`config.mk`:
```
export PLATFORM = sky130hd
export DESIGN_NAME = reg_access_ctrl
export DESIGN_NICKNAME = d
export VERILOG_FILES = /design/src/rtl/reg_access_ctrl.sv
export SDC_FILE = /design/constraint.sdc
export NUM_CORES = 1
export LEC_CHECK = 0
export BUFFER_PORTS_ARGS = -buffer_cell sky130_fd_sc_hd__buf_4
export CAP_MARGIN = 20
export CELL_PAD_IN_SITES_DETAIL_PLACEMENT = 0
export CELL_PAD_IN_SITES_GLOBAL_PLACEMENT = 1
export CORE_UTILIZATION = 29
export CTS_CLUSTER_SIZE = 16
export DETAILED_ROUTE_END_ITERATION = 7
export PLACE_DENSITY_LB_ADDON = 0.1
export SKIP_LAST_GASP = 1
export SYNTH_ARGS = -nofsm -noshare
export SYNTH_HDL_FRONTEND = slang
export SYNTH_SLANG_ARGS = --single-unit
```
`constraint.sdc`:
```
create_clock -name clk -period 1.9 [get_ports clk]
set_input_delay 0.19 -clock clk [delete_from_list [all_inputs] [get_ports clk]]
set_output_delay 0.19 -clock clk [all_outputs]
set_load 0.02 [all_outputs]
```
`src/rtl/reg_access_ctrl.sv`:
```
// Operand-fetch controller for a 2R/1W synchronous register file: issues reads,
// corrects for in-flight writes (when REG_ACCESS_BYPASS_EN is defined), and hands operands on.
module reg_access_ctrl #(
   parameter int unsigned WORD_W = 8,
   parameter int unsigned ADDR_W = 2
) (
   input  logic              clk,
   input  logic              rst,
   input  logic              req_valid,
   output logic              req_ready,
   input  logic [ADDR_W-1:0] req_src1,
   input  logic [ADDR_W-1:0] req_src2,
   input  logic [ADDR_W-1:0] req_dst,
   input  logic              wb_valid,
   input  logic [ADDR_W-1:0] wb_addr,
   input  logic [WORD_W-1:0] wb_data,
   output logic [ADDR_W-1:0] rf_rd_addr1,
   output logic [ADDR_W-1:0] rf_rd_addr2,
   input  logic [WORD_W-1:0] rf_rd_data1,
   input  logic [WORD_W-1:0] rf_rd_data2,
   output logic [ADDR_W-1:0] rf_wr_addr,
   output logic [WORD_W-1:0] rf_wr_data,
   output logic              rf_wr_en,
   output logic              op_valid,
   input  logic              op_ready,
   output logic [WORD_W-1:0] op_a,
   output logic [WORD_W-1:0] op_b,
   output logic [ADDR_W-1:0] op_dst
);

   typedef enum logic [1:0] {IDLE, ADDR, DATA, OUT} state_t;

   state_t              state_q, state_d;
   logic [ADDR_W-1:0]   src1_q, src1_d;
   logic [ADDR_W-1:0]   src2_q, src2_d;
   logic [ADDR_W-1:0]   dst_q, dst_d;
   logic                op_valid_q, op_valid_d;
   logic [WORD_W-1:0]   op_a_q, op_a_d;
   logic [WORD_W-1:0]   op_b_q, op_b_d;
   logic [ADDR_W-1:0]   op_dst_q, op_dst_d;

`ifdef REG_ACCESS_BYPASS_EN
   logic                fwd1_v_q, fwd1_v_d;
   logic                fwd2_v_q, fwd2_v_d;
   logic [WORD_W-1:0]   fwd1_q, fwd1_d;
   logic [WORD_W-1:0]   fwd2_q, fwd2_d;
   logic                wb_hit1, wb_hit2;

   assign wb_hit1 = wb_valid && (wb_addr == src1_q);
   assign wb_hit2 = wb_valid && (wb_addr == src2_q);
`endif

   assign req_ready   = (state_q == IDLE) && !rst;
   assign rf_rd_addr1 = src1_q;
   assign rf_rd_addr2 = src2_q;
   assign rf_wr_en    = wb_valid && !rst;
   assign rf_wr_addr  = wb_addr;
   assign rf_wr_data  = wb_data;
   assign op_valid    = op_valid_q;
   assign op_a        = op_a_q;
   assign op_b        = op_b_q;
   assign op_dst      = op_dst_q;

   always_comb begin
      state_d    = state_q;
      src1_d     = src1_q;
      src2_d     = src2_q;
      dst_d      = dst_q;
      op_valid_d = op_valid_q;
      op_a_d     = op_a_q;
      op_b_d     = op_b_q;
      op_dst_d   = op_dst_q;
`ifdef REG_ACCESS_BYPASS_EN
      fwd1_v_d   = fwd1_v_q;
      fwd2_v_d   = fwd2_v_q;
      fwd1_d     = fwd1_q;
      fwd2_d     = fwd2_q;
`endif
      case (state_q)
         IDLE: begin
            if (req_valid) begin
               src1_d  = req_src1;
               src2_d  = req_src2;
               dst_d   = req_dst;
               state_d = ADDR;
            end
         end
         ADDR: begin
            state_d = DATA;
`ifdef REG_ACCESS_BYPASS_EN
            // Reg file samples the old value at this edge; remember the write instead.
            fwd1_v_d = wb_hit1;
            fwd2_v_d = wb_hit2;
            if (wb_hit1) fwd1_d = wb_data;
            if (wb_hit2) fwd2_d = wb_data;
`endif
         end
         DATA: begin
            state_d    = OUT;
            op_valid_d = 1'b1;
            op_dst_d   = dst_q;
            op_a_d     = rf_rd_data1;
            op_b_d     = rf_rd_data2;
`ifdef REG_ACCESS_BYPASS_EN
            if (wb_hit1)       op_a_d = wb_data;
            else if (fwd1_v_q) op_a_d = fwd1_q;
            if (wb_hit2)       op_b_d = wb_data;
            else if (fwd2_v_q) op_b_d = fwd2_q;
`endif
         end
         OUT: begin
`ifdef REG_ACCESS_BYPASS_EN
            if (wb_hit1) op_a_d = wb_data;
            if (wb_hit2) op_b_d = wb_data;
`endif
            if (op_ready) begin
               op_valid_d = 1'b0;
               state_d    = IDLE;
            end
         end
         default: state_d = IDLE;
      endcase
   end

   always_ff @(posedge clk) begin
      if (rst) begin
         state_q    <= IDLE;
         src1_q     <= '0;
         src2_q     <= '0;
         dst_q      <= '0;
         op_valid_q <= 1'b0;
         op_a_q     <= '0;
         op_b_q     <= '0;
         op_dst_q   <= '0;
`ifdef REG_ACCESS_BYPASS_EN
         fwd1_v_q   <= 1'b0;
         fwd2_v_q   <= 1'b0;
         fwd1_q     <= '0;
         fwd2_q     <= '0;
`endif
      end else begin
         state_q    <= state_d;
         src1_q     <= src1_d;
         src2_q     <= src2_d;
         dst_q      <= dst_d;
         op_valid_q <= op_valid_d;
         op_a_q     <= op_a_d;
         op_b_q     <= op_b_d;
         op_dst_q   <= op_dst_d;
`ifdef REG_ACCESS_BYPASS_EN
         fwd1_v_q   <= fwd1_v_d;
         fwd2_v_q   <= fwd2_v_d;
         fwd1_q     <= fwd1_d;
         fwd2_q     <= fwd2_d;
`endif
      end
   end

endmodule

```
==> summary.md, run 1 <==
| Metric | Value |
|---|---|
| CP required | `2090 ps` |
| Die Width | `64.9 um` |
| Setup Fix Bufs, Post-CTS | `0` |
| DR DRC count | `0` |
| CTS Buf Count | `3` |
| Dpl hpwl | `1.82 mm` |
| Lkg Pwr | `0.678 nW` |
| Worst Hold Margin | `151 ps` |
| TNS Setup | `0 ps` |
| Startpoint types | `flip-flop` |
| CTS Hold Bufs | `0` |
| Syn_nets | `160` |
| Mean post-synth cell area | `9.65 um^2` |
| Critical Path AT | `1810 ps` |
| Hold path depth | `3` |
| Area contributors post-synth | `dfxtp_1 47%, mux2i_1 16%, buf_4 7.8%` |
| Seq/Total Area, Yosys | `0.471` |
| Relative max-transition margin | `0.786` |
| IO Pins | `72` |
| Area growth syn-to-layout | `33.0%` |
| Share of layout cells above drive strength 1 | `0.365` |
| First-pass GRT wire length | `3.95 mm` |
| PostCTS Resize Cnt | `0` |
| Critical Path End Type | `flip-flop` |
| Pwr Total | `1.95 mW` |
| Worst VDD drop | `just under 0.7 mV` |
| FF-to-FF path depth | `5` |
| Final Util | `0.411` |
| Core Box Area | `3720 um^2` |
| Clk slew on worst S/H paths | `90 ps` |
| Nets@finish | `201` |
| DIE AREA | `4220 um^2` |
| Routed len/inst | `between 10 and 15 um` |
| FILL cells | `about 380` |
| Metal-1 WL | `approximately 1.0 mm` |
| Top cell type's share of synthesized area | `0.471` |
| Detailed Routing Iterations Pass 1 | `3` |
| Pwr dens | `1280 nW/um^2` |
| Met2 wire len | `1.17 mm` |
| Die height | `64.9 um` |
| Final min period | `about 1600 ps` |
| Largest net degree at the start of global routing | `32` |
| Max Cap Viol | `0` |
| Worst-skew pair later-pin latency | `between 200 and 300 ps` |
| Initial core utilization | `0.309` |
| Endpoints failing setup | `0` |
| Number of antenna diodes | `0` |
| # rows | `22` |
| Vias per cell | `approximately 4.5` |
| Clk buf depth | `2` |
| Post-route clock period utilization | `0.850` |
| Total track usage | `0.121` |
| Worst slew pin tran | `roughly 320 ps` |
| Crit Path Category | `reg2reg` |
| Non-Filler Instances | `slightly above 200` |
| RSZ-0062 raised after global routing | `no` |
| CTS tree | `built` |
| CP max FO | `9` |
| Max Clock Skew | `0.438 ps` |
| Slew Limit Fails | `0` |
| Top sig layer | `met4` |
| CTS sink count | `27` |
| Routability Congestion | `0.739` |
| Synthesis-stage register bit count | `27` |
| Synth area leader | `dfxtp_1` |
| Vias | `929` |
| DP Cell Count | `203` |
| Initial antenna violation count | `0` |
| Met3 Routed Length | `around 260 um` |
| Post-DRT Antenna Nets | `0` |
| Outcome | `finished, final reports clean` |
| Overflow after GRT | `0` |
| # port buffers | `51` |
| Fmax | `around 0.62 GHz` |
| Fin. Hold Viols | `0` |
| Post-Route WL | `2.48 mm` |
| Htree depth | `1` |
| HP Class | `in2reg` |
| CTS root buffer | `clkbuf_8` |
| Number of library cell types mapped by synthesis | `17` |
| Initial DRC count | `25` |
| Ys Warns | `0` |
| Synth Instances | `119` |
| Vias in the first global route | `870` |
| Mapped cell area | `1150 um^2` |
## worst paths after layout
kind	from	to	slack [ps]
max	state_q[1]	state_q[1]	280
min	rf_rd_data1[1]	op_a[1]	150
max reg2reg	state_q[1]	state_q[1]	280
min reg2reg	rf_rd_addr1[1]	rf_rd_addr1[1]	460
## flip-flops by register name, summed over array words and instances, names as in the netlist
name / count
op_valid: 1
op_dst: 2
state_q: 2
dst_q: 2
rf_rd_addr1: 2
rf_rd_addr2: 2
op_b: 8
op_a: 8
## routing by layer
metal  vias up  track usage
met5         -            0
met4         0       0.0333
met2        44        0.212
li1        464            -
met3         2       0.0423
met1       419        0.136
## placed cells by master, fill, tap and decap left out, drive strengths merged
cell type and instances:
inv 2, dfxtp 27, or4b 1, mux2i 18, nor2 21, nand3 6
o31ai 2, clkbuf 3, ha 4, nor2b 5, a21oi 7, buf 53
nand2 8, or4 1, clkinv 1
## worst max-delay path, cell delays in order, from the launching register on
cell and delay, ps:
dfxtp_1 380, inv_1 100, ha_1 290, nor2b_4 170, or4b_1 520, o31ai_1 80
## power breakdown
part | switching, mW | internal (mW) | total (mW)
Clock | 0.175 | 0.147 | 0.321
Combinational | 0.460 | 0.406 | 0.866
Sequential | 0.0679 | 0.693 | 0.761
## cells by family after synthesis
group | Yosys count | share of synthesized area
buffers and inverters | 19 | 0.115
and+or+nand+nor | 42 | 0.170
AOI/OAI and AO/OA | 9 | 0.0436
muxes | 18 | 0.157
adders and majority gates | 4 | 0.0436
DFF | 27 | 0.471
## cell type report
class / instances / area [um^2] / share of cell area
clock buffer: 3 / 41.3 / 0.0270
sequential: 27 / 541 / 0.354
multi-input combinational: 73 / 475 / 0.311
tap: 48 / 60.1 / 0.0393
inverter: 2 / 7.51 / 0.00491
clock inverter: 1 / 5.00 / 0.00328
timing repair buffer: 53 / 398 / 0.260
## synthesized netlist by cell type
library cell / number
a21oi_1: 7
buf_2: 1
buf_4: 12
buf_6: 2
clkbuf_1: 2
dfxtp_1: 27
ha_1: 4
inv_1: 2
mux2i_1: 18
nand2_1: 8
nand3_1: 6
nor2_1: 21
nor2b_1: 4
nor2b_4: 1
o31ai_1: 2
or4_1: 1
or4b_1: 1
## through the flow
step | worst slack, ps | instance area [um^2]
2_1_floorplan | 439 | 1150
3_3_place_gp | 398 | 1480
3_5_place_dp | 283 | 1480
4_1_cts | 256 | 1530
5_1_grt | 163 | 1530
6_report | 285 | 1530
No activity file was read; power rests on OpenSTA's default activity.
==> run 2: changes to the inputs <==
--- a/config.mk
+++ b/config.mk
@@ -7,12 +7,10 @@
 export LEC_CHECK = 0
 export BUFFER_PORTS_ARGS = -buffer_cell sky130_fd_sc_hd__buf_4
 export CAP_MARGIN = 20
-export CELL_PAD_IN_SITES_DETAIL_PLACEMENT = 0
-export CELL_PAD_IN_SITES_GLOBAL_PLACEMENT = 1
-export CORE_UTILIZATION = 29
+export CORE_UTILIZATION = 41
 export CTS_CLUSTER_SIZE = 16
 export DETAILED_ROUTE_END_ITERATION = 7
-export PLACE_DENSITY_LB_ADDON = 0.1
+export PLACE_DENSITY = 0.77
 export SKIP_LAST_GASP = 1
 export SYNTH_ARGS = -nofsm -noshare
 export SYNTH_HDL_FRONTEND = slang
==> summary.md, run 2 (same netlist as run 1, synthesis figures left out) <==
| Metric | Value |
|---|---|
| CTS Buf Count | `3 (unchanged)` |
| Worst VDD drop | `0.838 mV (+22%)` |
| Crit-path cells | `inv_1, ha_1, nor2b_1, buf_4` |
| Post-Route WL | `2.26 mm (-8.9%)` |
| Vias in the first global route | `822 (-5.5%)` |
| Critical Path End Type | `primary output` |
| Slowest cell delay on critical path | `350 ps (-170 ps)` |
| PostCTS Resize Cnt | `0 (unchanged)` |
| Detailed Routing Iterations Pass 1 | `2 (-1)` |
| Area growth syn-to-layout | `29.8%` |
| Die height | `54.9 um (-15%)` |
| Outcome | `finished, final reports clean` |
| Overflow after GRT | `0 (unchanged)` |
| Clk buf depth | `2 (unchanged)` |
| CTS Hold Bufs | `0 (unchanged)` |
| Number of antenna diodes | `0 (unchanged)` |
| CTS tree | `built` |
| Vias | `924 (-0.54%)` |
| TNS Setup | `0 ps (unchanged)` |
| Share of layout cells above drive strength 1 | `0.361 (-0.00402)` |
| Routability Congestion | `0.676 (-8.4%)` |
| # port buffers | `51 (unchanged)` |
| Commonest non-fill, non-tap cell in the layout | `buf_4` |
| Crit Path Category | `reg2out` |
| Initial DRC count | `4 (-84%)` |
| CP max FO | `9 (unchanged)` |
| Startpoint types | `flip-flop` |
| Final min period | `1660 ps (+40.3 ps)` |
| DIE AREA | `3020 um^2 (-28%)` |
| RSZ-0062 raised after global routing | `no` |
| CP required | `1710 ps (-380 ps)` |
| Max Cap Viol | `0 (unchanged)` |
| Lkg Pwr | `0.668 nW (-1.5%)` |
| Pwr Total | `1.88 mW (-3.4%)` |
| Worst-skew pair later-pin latency | `320 ps (+50 ps)` |
| Hold path depth | `3 (unchanged)` |
| Final Util | `0.581 (+0.170)` |
| FF-to-FF path depth | `5 (unchanged)` |
| CP top delay family | `adder cells` |
| Worst path bufs/invs | `2 (+1)` |
| Total track usage | `0.168 (+0.0469)` |
| Pwr dens | `1260 nW/um^2 (-1.1%)` |
| Dpl hpwl | `1.67 mm (-8.6%)` |
| IO Pins | `72 (unchanged)` |
| Routed len/inst | `12.0 um (+0.33%)` |
| Largest net degree at the start of global routing | `32 (unchanged)` |
| Slew Limit Fails | `0 (unchanged)` |
| HP Class | `in2reg` |
| Worst Hold Margin | `91.3 ps (-59.7 ps)` |
| # rows | `18 (-18%)` |
| Commonest cells after routing, fill and taps aside | `51 x buf_4, 27 x dfxtp_1, 21 x nor2_1` |
| Post-route clock period utilization | `0.871 (+0.0212)` |
| Core Box Area | `2570 um^2 (-31%)` |
| Htree depth | `1 (unchanged)` |
| Post-DRT Antenna Nets | `0 (unchanged)` |
| Fin. Hold Viols | `0 (unchanged)` |
| Max Clock Skew | `11.9 ps (+11.4 ps)` |
| Relative max-transition margin | `0.796 (+0.00975)` |
| Levels on crit path | `4 (-1)` |
| Nets@finish | `200 (-0.50%)` |
| Fmax | `0.604 GHz (-2.4%)` |
| Die Width | `54.9 um (-15%)` |
| Setup Fix Bufs, Post-CTS | `0 (unchanged)` |
| Initial core utilization | `0.447 (+0.138)` |
| DR DRC count | `0 (unchanged)` |
| Vias per cell | `4.91 (+9.5%)` |
| CTS root buffer | `clkbuf_4` |
| Critical Path AT | `1470 ps (-340 ps)` |
| Initial antenna violation count | `0 (unchanged)` |
| Clk slew on worst S/H paths | `140 ps (+50 ps)` |
| Slowest CP cell | `ha_1` |
| CTS sink count | `27 (unchanged)` |
| Worst slew pin tran | `306 ps (-14.6 ps)` |
| Endpoints failing setup | `0 (unchanged)` |
| First-pass GRT wire length | `3.49 mm (-12%)` |
-- run 2: cell count changes in the layout (fill, tap and decap cells not counted) --
cell	before	now
buf_4	53	51
buf_12	0	1
clkbuf_4	0	3
clkbuf_8	3	0
-- run 2: per-layer routing --
metal	share of wire	up-vias	global-route usage	wire length, um
li1	-	460	-	-
met1	0.40	422	0.161	905
met2	0.51	32	0.311	1160
met3	0.068	10	0.0656	154
met4	0.016	0	0.0750	37
met5	0	-	0	0
-- run 2: report_power, final --
| part | total [mW] | switching, mW | internal [mW] | leakage, nW |
|---|---|---|---|---|
| clock network | 0.236 | 0.158 | 0.0788 | 0.0177 |
| registers | 0.762 | 0.0692 | 0.693 | 0.220 |
| logic | 0.884 | 0.464 | 0.420 | 0.430 |
| total | 1.88 | 0.691 | 1.19 | 0.668 |
-- run 2: worst paths after layout --
path,startpoint,slack (ps),endpoint
min,rf_rd_data1[7],90,op_a[7]
max,state_q[0],240,req_ready
max reg2reg,state_q[1],290,state_q[0]
min reg2reg,rf_rd_addr2[0],470,rf_rd_addr2[0]
-- run 2: worst min-delay path, delay by kind of cell --
| family | cells | cell delay, ps |
|---|---|---|
| buffers and inverters | 1 | 80 |
| muxes | 1 | 50 |
| and+or+nand+nor | 1 | 70 |
-- run 2: area by class of cell --
class | count | area [um^2]
fill | 247 | 1080
sequential | 27 | 541
multi-input combinational | 73 | 475
timing repair buffer | 52 | 403
tap | 30 | 37.5
clock buffer | 3 | 22.5
inverter | 2 | 7.51
clock inverter | 1 | 5.00
-- run 2: per-stage QoR --
stage	std cells	area, um^2	worst slack (ps)
5_1_grt	188	1490	118
3_5_place_dp	184	1460	322
3_3_place_gp	184	1460	415
4_1_cts	188	1490	221
6_report	188	1490	244
2_1_floorplan	119	1150	439
==> run 3: changes to the inputs <==
--- a/config.mk
+++ b/config.mk
@@ -7,11 +7,13 @@
 export LEC_CHECK = 0
 export BUFFER_PORTS_ARGS = -buffer_cell sky130_fd_sc_hd__buf_4
 export CAP_MARGIN = 20
-export CORE_UTILIZATION = 41
+export CORE_UTILIZATION = 47
+export CTS_BUF_LIST = sky130_fd_sc_hd__clkbuf_2 sky130_fd_sc_hd__clkbuf_4 sky130_fd_sc_hd__clkbuf_8
 export CTS_CLUSTER_SIZE = 16
 export DETAILED_ROUTE_END_ITERATION = 7
-export PLACE_DENSITY = 0.77
+export PLACE_DENSITY = 0.87
 export SKIP_LAST_GASP = 1
 export SYNTH_ARGS = -nofsm -noshare
 export SYNTH_HDL_FRONTEND = slang
 export SYNTH_SLANG_ARGS = --single-unit
+export TNS_END_PERCENT = 50
==> constraint.sdc (replaced) <==
create_clock -name clk -period 1.95 [get_ports clk]
set_input_delay 0.195 -clock clk [delete_from_list [all_inputs] [get_ports clk]]
set_output_delay 0.195 -clock clk [all_outputs]
set_load 0.02 [all_outputs]
==> summary.md, run 3 (same netlist as run 1, synthesis figures left out) <==
| Metric | Value |
|---|---|
| Design area | `1480 um^2 (-0.50%)` |
| Fin. Hold Viols | `0 (unchanged)` |
| Slowest cell delay on critical path | `350 ps (about the same)` |
| Initial DRC count | `10 (+6)` |
| RSZ-0062 raised after global routing | `no` |
| Worst VDD drop | `0.655 mV (-22%)` |
| Worst path bufs/invs | `2 (unchanged)` |
| Clk buf depth | `2 (unchanged)` |
| # port buffers | `51 (unchanged)` |
| DR DRC count | `0 (unchanged)` |
| Lkg Pwr | `0.670 nW (+0.35%)` |
| Crit-path cells | `inv_1, ha_1, nor2b_1, buf_4` |
| Startpoint types | `flip-flop` |
| Fmax | `0.606 GHz` |
| Post-Route WL | `2.32 mm (+2.8%)` |
| CTS tree | `built` |
| DIE AREA | `2650 um^2 (-12%)` |
| Hold path depth | `3 (unchanged)` |
| Slowest CP cell | `dfxtp_1` |
| PostCTS Resize Cnt | `0 (unchanged)` |
| Post-DRT Antenna Nets | `0 (unchanged)` |
| Placed cell areas | `1460 um^2 (-0.51%)` |
| Vias per cell | `5.01 (+1.8%)` |
| IO Pins | `72 (unchanged)` |
| Htree depth | `1 (unchanged)` |
| Relative max-transition margin | `0.799 (+0.00311)` |
| CTS sink count | `27 (unchanged)` |
| Initial antenna violation count | `0 (unchanged)` |
| Max Clock Skew | `8.46 ps (-3.40 ps)` |
| CTS root buffer | `clkbuf_4` |
| Die Width | `51.4 um (-6.4%)` |
| CP required | `1750 ps (+40 ps)` |
| Crit Path Category | `reg2out` |
| Area growth syn-to-layout | `29.2%` |
| Critical Path AT | `1450 ps (-20 ps)` |
| Worst slew pin tran | `301 ps (-4.67 ps)` |
| Critical Path End Type | `primary output` |
| Commonest cells after routing, fill and taps aside | `53 x buf_4, 27 x dfxtp_1, 21 x nor2_1` |
| Overflow after GRT | `0 (unchanged)` |
| CP max FO | `9 (unchanged)` |
| Max Cap Viol | `0 (unchanged)` |
| Share of layout cells above drive strength 1 | `0.365 (+0.00402)` |
| Worst-skew pair later-pin latency | `320 ps (about the same)` |
| Vias | `936 (+1.3%)` |
| Dpl hpwl | `1.74 mm (+4.6%)` |
| DP Cell Count | `183 (-0.54%)` |
| CTS Hold Bufs | `0 (unchanged)` |
| Commonest non-fill, non-tap cell in the layout | `buf_4` |
| Routed len/inst | `12.4 um (+3.3%)` |
| CTS Buf Count | `3 (unchanged)` |
| Number of antenna diodes | `0 (unchanged)` |
| Total track usage | `0.192 (+0.0246)` |
| Final min period | `1650 ps` |
| Pwr dens | `1230 nW/um^2 (-2.6%)` |
| Post-route clock period utilization | `0.846` |
| Final Util | `0.658 (+0.0773)` |
| Die height | `51.4 um (-6.4%)` |
| Initial core utilization | `0.509 (+0.0621)` |
| Largest net degree at the start of global routing | `32 (unchanged)` |
| TNS Setup | `0 ps (unchanged)` |
| HP Class | `in2reg` |
| Non-Filler Instances | `187 (-0.53%)` |
| First-pass GRT wire length | `3.78 mm (+8.3%)` |
| CP top delay family | `flip-flops` |
| Levels on crit path | `4 (unchanged)` |
| Routability Congestion | `0.668 (-1.2%)` |
| Detailed Routing Iterations Pass 1 | `4 (+2)` |
| Vias in the first global route | `868 (+5.6%)` |
| Nets@finish | `201 (+0.50%)` |
| Outcome | `finished, final reports clean` |
| Core Box Area | `2250 um^2 (-12%)` |
| Slew Limit Fails | `0 (unchanged)` |
| Clk slew on worst S/H paths | `140 ps (about the same)` |
| Setup Fix Bufs, Post-CTS | `0 (unchanged)` |
| Endpoints failing setup | `0 (unchanged)` |
| FF-to-FF path depth | `5 (unchanged)` |
| # rows | `17 (-1)` |
-- run 3: changes by cell type in the layout (fill, tap and decap cells not counted), sizes merged --
cell,previous run,this run
buf,52,53
-- run 3: final timing paths --
| check | start | to | slack [ps] |
|---|---|---|---|
| max | state_q[0] | req_ready | 300 |
| min | rf_rd_data1[2] | op_a[2] | 100 |
| max reg2reg | state_q[0] | state_q[0] | 310 |
| min reg2reg | dst_q[1] | dst_q[1] | 470 |
-- run 3: layout make-up --
cell class / instances / area (um^2)
multi-input combinational: 73 / 475
timing repair buffer: 53 / 398
inverter: 2 / 7.51
tap: 28 / 35.0
clock inverter: 1 / 5.00
sequential: 27 / 541
fill: 195 / 771
clock buffer: 3 / 22.5
-- run 3: metrics by stage --
step	worst slack (ps)	hold WS, ps	total power, mW
3_3_place_gp	469	390	1.56
6_report	301	102	1.82
3_5_place_dp	366	390	1.61
2_1_floorplan	489	342	1.38
4_1_cts	299	101	1.84
5_1_grt	201	97.5	1.95
-- run 3: where the power goes --
part           internal, mW  switching, mW
sequential            0.675         0.0702
combinational         0.397          0.451
clock                0.0767          0.154
total                  1.15          0.675
-- run 3: routing by layer --
| metal | vias up | track usage | part of all wire | routed length [um] |
|---|---|---|---|---|
| met5 | - | 0 | 0 | 0 |
| met4 | 0 | 0.0811 | 0.013 | 31 |
| met3 | 8 | 0.0298 | 0.065 | 150 |
| met2 | 38 | 0.346 | 0.50 | 1160 |
| met1 | 430 | 0.222 | 0.42 | 976 |
| li1 | 460 | - | - | - |
-- run 3: worst min-delay path: stages --
cell and delay (ps):
buf_4 70, mux2i_1 50, nor2_1 70
